--- src/rtl/digit_serial_adder.sv ---
// digit_serial_adder: multi-cycle add/subtract, DIGIT bits per clock LSB first, carry held between digits
module digit_serial_adder #(
    parameter int WIDTH = 4,
    parameter int DIGIT = 1
) (
    input  logic             clk,
    input  logic             rst_n,
    input  logic             start,
    input  logic             sub,
    input  logic [WIDTH-1:0] a,
    input  logic [WIDTH-1:0] b,
    input  logic             cin,
    output logic             busy,
    output logic             done,
    output logic [WIDTH-1:0] sum,
    output logic             cout,
    output logic             ovf
);
    localparam int N  = WIDTH / DIGIT;
    localparam int CW = (N > 1) ? $clog2(N) : 1;
    localparam logic [1:0] S_IDLE = 2'd0;
    localparam logic [1:0] S_RUN  = 2'd1;
    localparam logic [1:0] S_DONE = 2'd2;
    if (DIGIT < 1 || WIDTH < 1 || WIDTH % DIGIT != 0) begin : g_bad_digit
        $error("digit_serial_adder: WIDTH must be a positive multiple of DIGIT");
    end
    logic [1:0]       state_q, state_d;
    logic [WIDTH-1:0] a_q, a_d, b_q, b_d, ps_q, ps_d, sum_q, sum_d, ps_next;
    logic [CW-1:0]    cnt_q, cnt_d;
    logic             c_q, c_d, a_msb_q, a_msb_d, b_msb_q, b_msb_d;
    logic             cout_q, cout_d, ovf_q, ovf_d, last;
    logic [DIGIT:0]   dig;
    always_comb begin
        dig     = {1'b0, a_q[DIGIT-1:0]} + {1'b0, b_q[DIGIT-1:0]} + {{DIGIT{1'b0}}, c_q};
        ps_next = WIDTH'({dig[DIGIT-1:0], ps_q} >> DIGIT);
        last    = cnt_q == CW'(N - 1);
        state_d = state_q;
        a_d     = a_q;
        b_d     = b_q;
        c_d     = c_q;
        cnt_d   = cnt_q;
        ps_d    = ps_q;
        a_msb_d = a_msb_q;
        b_msb_d = b_msb_q;
        sum_d   = sum_q;
        cout_d  = cout_q;
        ovf_d   = ovf_q;
        if (state_q == S_IDLE && start) begin
            state_d = S_RUN;
            a_d     = a;
            b_d     = sub ? ~b : b;
            c_d     = sub ? ~cin : cin;
            cnt_d   = '0;
            a_msb_d = a[WIDTH-1];
            b_msb_d = b_d[WIDTH-1];
        end else if (state_q == S_RUN) begin
            a_d   = a_q >> DIGIT;
            b_d   = b_q >> DIGIT;
            c_d   = dig[DIGIT];
            cnt_d = cnt_q + CW'(1);
            ps_d  = ps_next;
            if (last) begin
                state_d = S_DONE;
                sum_d   = ps_next;
                cout_d  = dig[DIGIT];
                ovf_d   = (a_msb_q == b_msb_q) && (ps_next[WIDTH-1] != a_msb_q);
            end
        end else if (state_q == S_DONE) begin
            state_d = S_IDLE;
        end
    end
    always_ff @(posedge clk or negedge rst_n) begin
        if (!rst_n) begin
            state_q <= S_IDLE;
            a_q     <= '0;
            b_q     <= '0;
            c_q     <= 1'b0;
            cnt_q   <= '0;
            ps_q    <= '0;
            a_msb_q <= 1'b0;
            b_msb_q <= 1'b0;
            sum_q   <= '0;
            cout_q  <= 1'b0;
            ovf_q   <= 1'b0;
        end else begin
            state_q <= state_d;
            a_q     <= a_d;
            b_q     <= b_d;
            c_q     <= c_d;
            cnt_q   <= cnt_d;
            ps_q    <= ps_d;
            a_msb_q <= a_msb_d;
            b_msb_q <= b_msb_d;
            sum_q   <= sum_d;
            cout_q  <= cout_d;
            ovf_q   <= ovf_d;
        end
    end
    assign busy = state_q != S_IDLE;
    assign done = state_q == S_DONE;
    assign sum  = sum_q;
    assign cout = cout_q;
    assign ovf  = ovf_q;
endmodule
--- config.mk ---
export PLATFORM = sky130hd
export DESIGN_NAME = digit_serial_adder
export DESIGN_NICKNAME = d
export VERILOG_FILES = /design/src/rtl/digit_serial_adder.sv
export SDC_FILE = /design/constraint.sdc
export NUM_CORES = 1
export LEC_CHECK = 0
export CAP_MARGIN = 20
export CORE_MARGIN = 2
export CORE_UTILIZATION = 45
export CTS_CLUSTER_DIAMETER = 120
export DETAILED_ROUTE_END_ITERATION = 7
export PLACE_DENSITY_LB_ADDON = 0.08
export SYNTH_ARGS = -nofsm -noshare
export SYNTH_HDL_FRONTEND = slang
export SYNTH_SLANG_ARGS = --single-unit
--- constraint.sdc ---
create_clock -name clk -period 1.5 [get_ports clk]
set_input_delay 0.3 -clock clk [delete_from_list [all_inputs] [get_ports clk]]
set_output_delay 0.3 -clock clk [all_outputs]
set_load 0.01 [all_outputs]
### Yosys cells after proc, flatten, opt, wreduce, memory -nomap -nowiden

Index checks and enable logic that the tools add are counted.

| word-level totals | value |
|---|---|
| input bits | 13 |
| output and inout bits | 8 |
| word-level logic and storage cells | 46 |
| flip-flop bits (word level) | 25 |

| cells by class | value |
|---|---|
| bitwise operators | 3 |
| equality and inequality tests | 6 |
| add/subtract/negate cells | 3 |
| muxes and demuxes | 14 |
| reductions and logical operators | 9 |

Operator list:

| kind | count |
|---|---|
| $mux 4 | 5 |
| $mux 2 | 6 |
| $eq 2x2->1 const B | 2 |
| $not 4->4 | 1 |
| $reduce_and 2->1 | 2 |
| $reduce_bool 2->1 | 2 |
| $mux 1 | 3 |
| $ne 3x3->1 const B | 1 |
| $reduce_and 3->1 | 1 |
| $reduce_bool 3->1 | 1 |
| $add 1x1->2 | 1 |
| $add 2x1->2 | 1 |
| $add 2x1->2 const B | 1 |
| $eq 2x1->1 const B | 1 |
| $logic_and 1x1->1 | 2 |
| $logic_not 2->1 | 1 |
| $not 1->1 | 2 |
| $eq 1x1->1 | 1 |
| $ne 1x1->1 | 1 |

### Depth between registers and ports, before layout

| depth | value |
|---|---|
| depth after elaboration | 4 |
| mapped depth | 5 |

### Worst setup path after synthesis

OpenSTA, ideal clock, no wires.

| timing | value |
|---|---|
| path kind | register -> register |
| start point | register a_q[0] |
| end point | register ovf_q (netlist: ovf) |
| setup slack | 0.083 ns |
| data required time | 1.370 ns |
| period minus slack after synthesis | 1.417 ns |
| stages on the path, launching flop included | 5 |
| arrival time | 1.287 ns |
| cells stage by stage | dfrtp_1 > fa_1 > and3b_1 > a21oi_1 > o21ai_0 |

| on the way | value |
|---|---|
| word-level cells in the longest chain between the ends | 4 |

Ends and longest elaborated chain:

| item | RTL line | text |
|---|---|---|
| start, declared | 28 | `logic [WIDTH-1:0] a_q, a_d, b_q, b_d, ps_q, ps_d, sum_q, sum_d, ps_next;` |
| start signal, assigned | 75 | `a_q <= '0;` |
| start signal, assigned | 87 | `a_q <= a_d;` |
| $add 1x1->2 | 34 | `dig = {1'b0, a_q[DIGIT-1:0]} + {1'b0, b_q[DIGIT-1:0]} + {{DIGIT{1'b0}}, c_q};` |
| $add 2x1->2 | 34 |  |
| net dig[0] | 32 | `logic [DIGIT:0] dig;` |
| $ne 1x1->1 | 66 | `ovf_d = (a_msb_q == b_msb_q) && (ps_next[WIDTH-1] != a_msb_q);` |
| $logic_and 1x1->1 | 66 |  |
| end signal, assigned | 96 | `ovf_q <= ovf_d;` |
| end, declared | 31 | `logic cout_q, cout_d, ovf_q, ovf_d, last;` |

The timed path passes the listed nets, and every way through them passes these cells.
A chain may end at the register's enable or synchronous reset.

### Final worst setup path

| timing | value |
|---|---|
| start point | register state_q[0] |
| end point | output busy |

| on the way | value |
|---|---|
| word-level cells in the longest chain between the ends | 1 |

Ends and longest elaborated chain:

| item | RTL line | text |
|---|---|---|
| start, declared | 27 | `logic [1:0] state_q, state_d;` |
| start signal, assigned | 86 | `state_q <= state_d;` |
| $reduce_bool 2->1 | 99 | `assign busy = state_q != S_IDLE;` |
| end, declared | 13 | `output logic busy,` |

No other way between the ends.

==> results <==
- The run finished with clean final reports.
- In this run the mean area of a mapped cell was 11.5 um2.
- The time the worst path needs with I/O delays and setup is 1450 ps.
- The power per cell area is 1830 mW/mm2.
- The number of max-cap violations is 0.
- The repair_antennas step left the layout with diodes totalling 0.
- Setup violations remaining at the end of the flow were counted as 0.
- Counting every instance in the synthesized netlist gives 97.
- Summing the areas of all compound-gate instances in the mapped netlist gives 9.62% of the synthesized area.
- Yosys printed 0 warnings.
- The buffer levels on the longest clock path is 2.
- The post-synthesis net count is 112.
- The startpoint type of the worst setup path is a register.
- Entering global routing, the biggest net connects 25 pins.
- The met1 layer wirelength in the final routing is 941 um.
- The critical path goes through buf_6 -> or2_4 -> buf_6.
- For this configuration, the core starts out at a cell density of 46.4%.
- Once layout is done, the placed cells without fillers occupy 0.00141 mm2.
- The number of DRC markers in iteration 0 is 15.
- The worst setup path is captured at a primary output.
- The total number of vias is 747.
- The share of the clock period used by the worst path after layout is 96.9%.
- The floorplan step set the die width to 53.9 um.
- The detailed-routed wire length on met2 is 935 um.
- Counting the fill cells in the layout gives 218.
- Summed over all nets, wire length on met3 after detailed routing comes to 76 um.
- The per-cell via count in the routed design is 4.88.
- The total congestion overflow is 0.
- The critical path data arrival time is 1150 ps.
- The area growth from synthesis to layout is 25.7%.
- After legalization and detailed placement, the total HPWL measured 1370 um.
- TritonCTS built the clock tree.
- The post-synthesis share of cell area spent on and, or, nand and nor gates is 14.5%.
- The share of final-layout standard cells stronger than drive strength 1 is 22.0%.
- The total count of hold-check failures in the final report is 0.
- The min-delay analysis places its worst path in the category in2async.
- The largest fanout on the critical path is 2.
- The delay of the slowest cell on the worst path is 410 ps.
- The worst setup path is of the reg2out kind.
- The top cell family by delay on the critical path is flip-flops.
- After synthesis, the share of cell area in mux cells is 10.9%.
- The total wire length is 1970 um.
- The area after detailed placement is 0.00136 mm2.
- The overall routing resource usage is 14.8%.
- The worst clock skew on the final layout is 10.1 ps.
- The floorplan die height is 53.9 um.
- The first global-routing pass estimated 3080 um of wire.
- The number of nets in the layout is 140.
- The worst hold margin is 336 ps.
- The clock root buffer is sky130_fd_sc_hd__clkbuf_4.
- The final count of pins violating max slew is 0.
- The number of buffers added on ports is 20.
- In this run the count of I/O pins placed on the die edge is 21.
- After synthesis the netlist holds a flip-flop and latch count of 24.
- The mapped cell area is 0.00112 mm2.
- For this design, the CTS-stage hold fixing added 0 buffers.
- The headroom to the max-slew limit is 75.5%.
- The total DRC errors in the routed layout is 0.
- After Yosys synthesis, XOR and XNOR cells account for 3.91% of the synthesized area.
- In this run the number of H-tree levels came out at 1.
- In the final routed layout, each cell accounts on average for 12.9 um.
- The post-detailed-route count of antenna-violating nets is 0.
- Setup repair after global routing could not meet its margin everywhere.
- The critical path contains buffers and inverters numbering 2 combined.
- Timing would allow up to 688 MHz.
- In this run the static leakage power is 0.701 nW.
- The uppermost signal routing layer after detailed routing is met4.
- The first-pass detailed-route iteration total is 3.
- Clock-pin slew was measured on the worst setup and hold paths at 130 ps.
- Among the stages of the critical path, the cell type that occurs most often is sky130_fd_sc_hd__buf_6.
- The final weighted congestion of routability-driven global placement is 0.728.
- The transition time at the pin with the least slew margin is 367 ps.
- The slowest stage of the critical path is the sky130_fd_sc_hd__dfrtp_1 cell.
- The number of antenna violations at the first check in global routing is 0.
- The worst endpoint required time is 1200 ps.
- The via count of the first global-routing pass is 685.
- The die covers 0.00290 mm2.
- The post-synthesis adder-cell area fraction is 2.91%.
- VDD sags by at most 0.000959 V.
- Clock tree synthesis found a total of 24 sinks.
- At the later pin of the worst-skew pair, clock insertion delay measures 300 ps.
- The post-synthesis cell type count is 29.
- The floorplan has 18 rows.
- The total area inside the core boundary comes to 0.00241 mm2.
- Counting the buffers created by CTS gives 3.
- After synthesis, the largest family of logic cells by area is simple AND/OR/NAND/NOR gates.
- For this run, the register share of the synthesized area comes to 53.7%.
==> registers in the layout, indices dropped and copies added (netlist names) <==
register / count
a_msb_q: 1
a_q: 4
b_msb_q: 1
b_q: 4
c_q: 1
cnt_q: 2
cout: 1
ovf: 1
ps_q: 3
state_q: 2
sum: 4
==> logic make-up after synthesis <==
| logic type | Yosys count |
|---|---|
| AO/OA/AOI/OAI | 17 |
| XOR/XNOR | 5 |
| adder cells (fa/ha/maj) | 2 |
| buffers and inverters | 6 |
| flip-flops | 24 |
| multiplexers | 11 |
| AND/OR/NAND/NOR | 32 |
==> layout by cell type (no fill, tap or decap), drive strengths merged, types with 2 or more instances in the layout <==
| cell type | count |
|---|---|
| xor2 | 5 |
| clkdlybuf4s50 | 12 |
| dlygate4sd2 | 4 |
| buf | 9 |
| nand2 | 24 |
| mux2 | 6 |
| o21ai | 10 |
| clkbuf | 3 |
| mux2i | 5 |
| dlymetal6s2s | 2 |
| dfrtp | 24 |
| a22oi | 2 |
==> per-stage QoR <==
| step | cells | util [%] | setup WS, ps | total power, mW | setup TNS, ps |
|---|---|---|---|---|---|
| 3_5_place_dp | 148 | 56.2 | -51.2 | 2.31 | -211 |
| 6_report | 153 | 58.4 | 46.5 | 2.58 | 0 |
| 4_1_cts | 152 | 57.4 | 7.07 | 2.57 | 0 |
| 5_1_grt | 153 | 58.4 | -8.45 | 2.80 | -15.5 |
| 2_1_floorplan | 97 | - | 83.0 | 1.90 | 0 |
| 3_3_place_gp | 148 | 56.2 | 12.6 | 2.27 | 0 |
==> routing by layer <==
layer / global-route usage [%] / vias to the layer above
met4: 5.13 / 0
met1: 21.2 / 349
li1: - / 383
met5: 0 / -
met2: 22.8 / 13
met3: 2.50 / 2
==> layout make-up <==
type / instances / area, um2 / area share [%]
flip-flops and latches: 24 / 601 / 42.7
repair buffers: 28 / 269 / 19.1
clock buffers: 3 / 22.5 / 1.60
multi-input cells: 67 / 473 / 33.6
well taps: 30 / 37.5 / 2.67
inverters: 1 / 3.75 / 0.267
==> worst paths after layout <==
kind,slack [ps],endpoint,cells after the start,startpoint
max,50,busy,3,state_q[0]$_DFFE_PN0P_
min,340,sum[2]$_DFFE_PN0P_,2,rst_n
max reg2reg,70,ovf$_DFFE_PN0P_,4,c_q$_DFFE_PN0P_
min reg2reg,490,ps_q[1]$_DFFE_PN0P_,2,ps_q[1]$_DFFE_PN0P_
max in group asynchronous,920,state_q[1]$_DFFE_PN0P_,2,rst_n
min in group clk,490,ps_q[1]$_DFFE_PN0P_,2,ps_q[1]$_DFFE_PN0P_
==> Yosys cell counts <==
cell	count	area share (%)
sky130_fd_sc_hd__a21o_2	1	0.78
sky130_fd_sc_hd__a21oi_1	1	0.45
sky130_fd_sc_hd__a22o_2	1	0.89
sky130_fd_sc_hd__a22oi_1	2	1.3
sky130_fd_sc_hd__and2b_2	1	0.78
sky130_fd_sc_hd__and3b_1	1	0.78
sky130_fd_sc_hd__buf_2	1	0.45
sky130_fd_sc_hd__buf_4	1	0.67
sky130_fd_sc_hd__buf_6	3	3.0
sky130_fd_sc_hd__dfrtp_1	24	54
sky130_fd_sc_hd__fa_1	1	1.8
sky130_fd_sc_hd__ha_1	1	1.1
sky130_fd_sc_hd__inv_1	1	0.34
sky130_fd_sc_hd__mux2_2	5	5.0
sky130_fd_sc_hd__mux2_4	1	1.3
sky130_fd_sc_hd__mux2i_1	5	4.5
sky130_fd_sc_hd__nand2_1	23	7.7
sky130_fd_sc_hd__nand2_2	1	0.56
sky130_fd_sc_hd__nand2b_1	1	0.56
sky130_fd_sc_hd__nand3b_2	1	1.0
sky130_fd_sc_hd__nor2_1	1	0.34
sky130_fd_sc_hd__nor2b_1	1	0.56
sky130_fd_sc_hd__nor3b_4	1	1.7
sky130_fd_sc_hd__o21a_1	1	0.67
sky130_fd_sc_hd__o21ai_0	9	4.0
sky130_fd_sc_hd__o21ai_2	1	0.78
sky130_fd_sc_hd__o21bai_1	1	0.67
sky130_fd_sc_hd__or2_2	1	0.56
sky130_fd_sc_hd__xor2_1	5	3.9
==> power by group <==
part           internal [mW]  total (mW)  switching (mW)
Clock                 0.0935       0.268           0.175
Sequential             0.924        1.09           0.161
Combinational          0.650        1.22           0.574
==> what timing repair did <==
action	CTS	global route
hold endpoints to repair	0	0
setup endpoints to repair	6	11
pin swaps	0	2
setup buffers	1	0
resized for setup	11	9
cloned	0	1
Note: power is estimated with default switching activity, not from simulation.
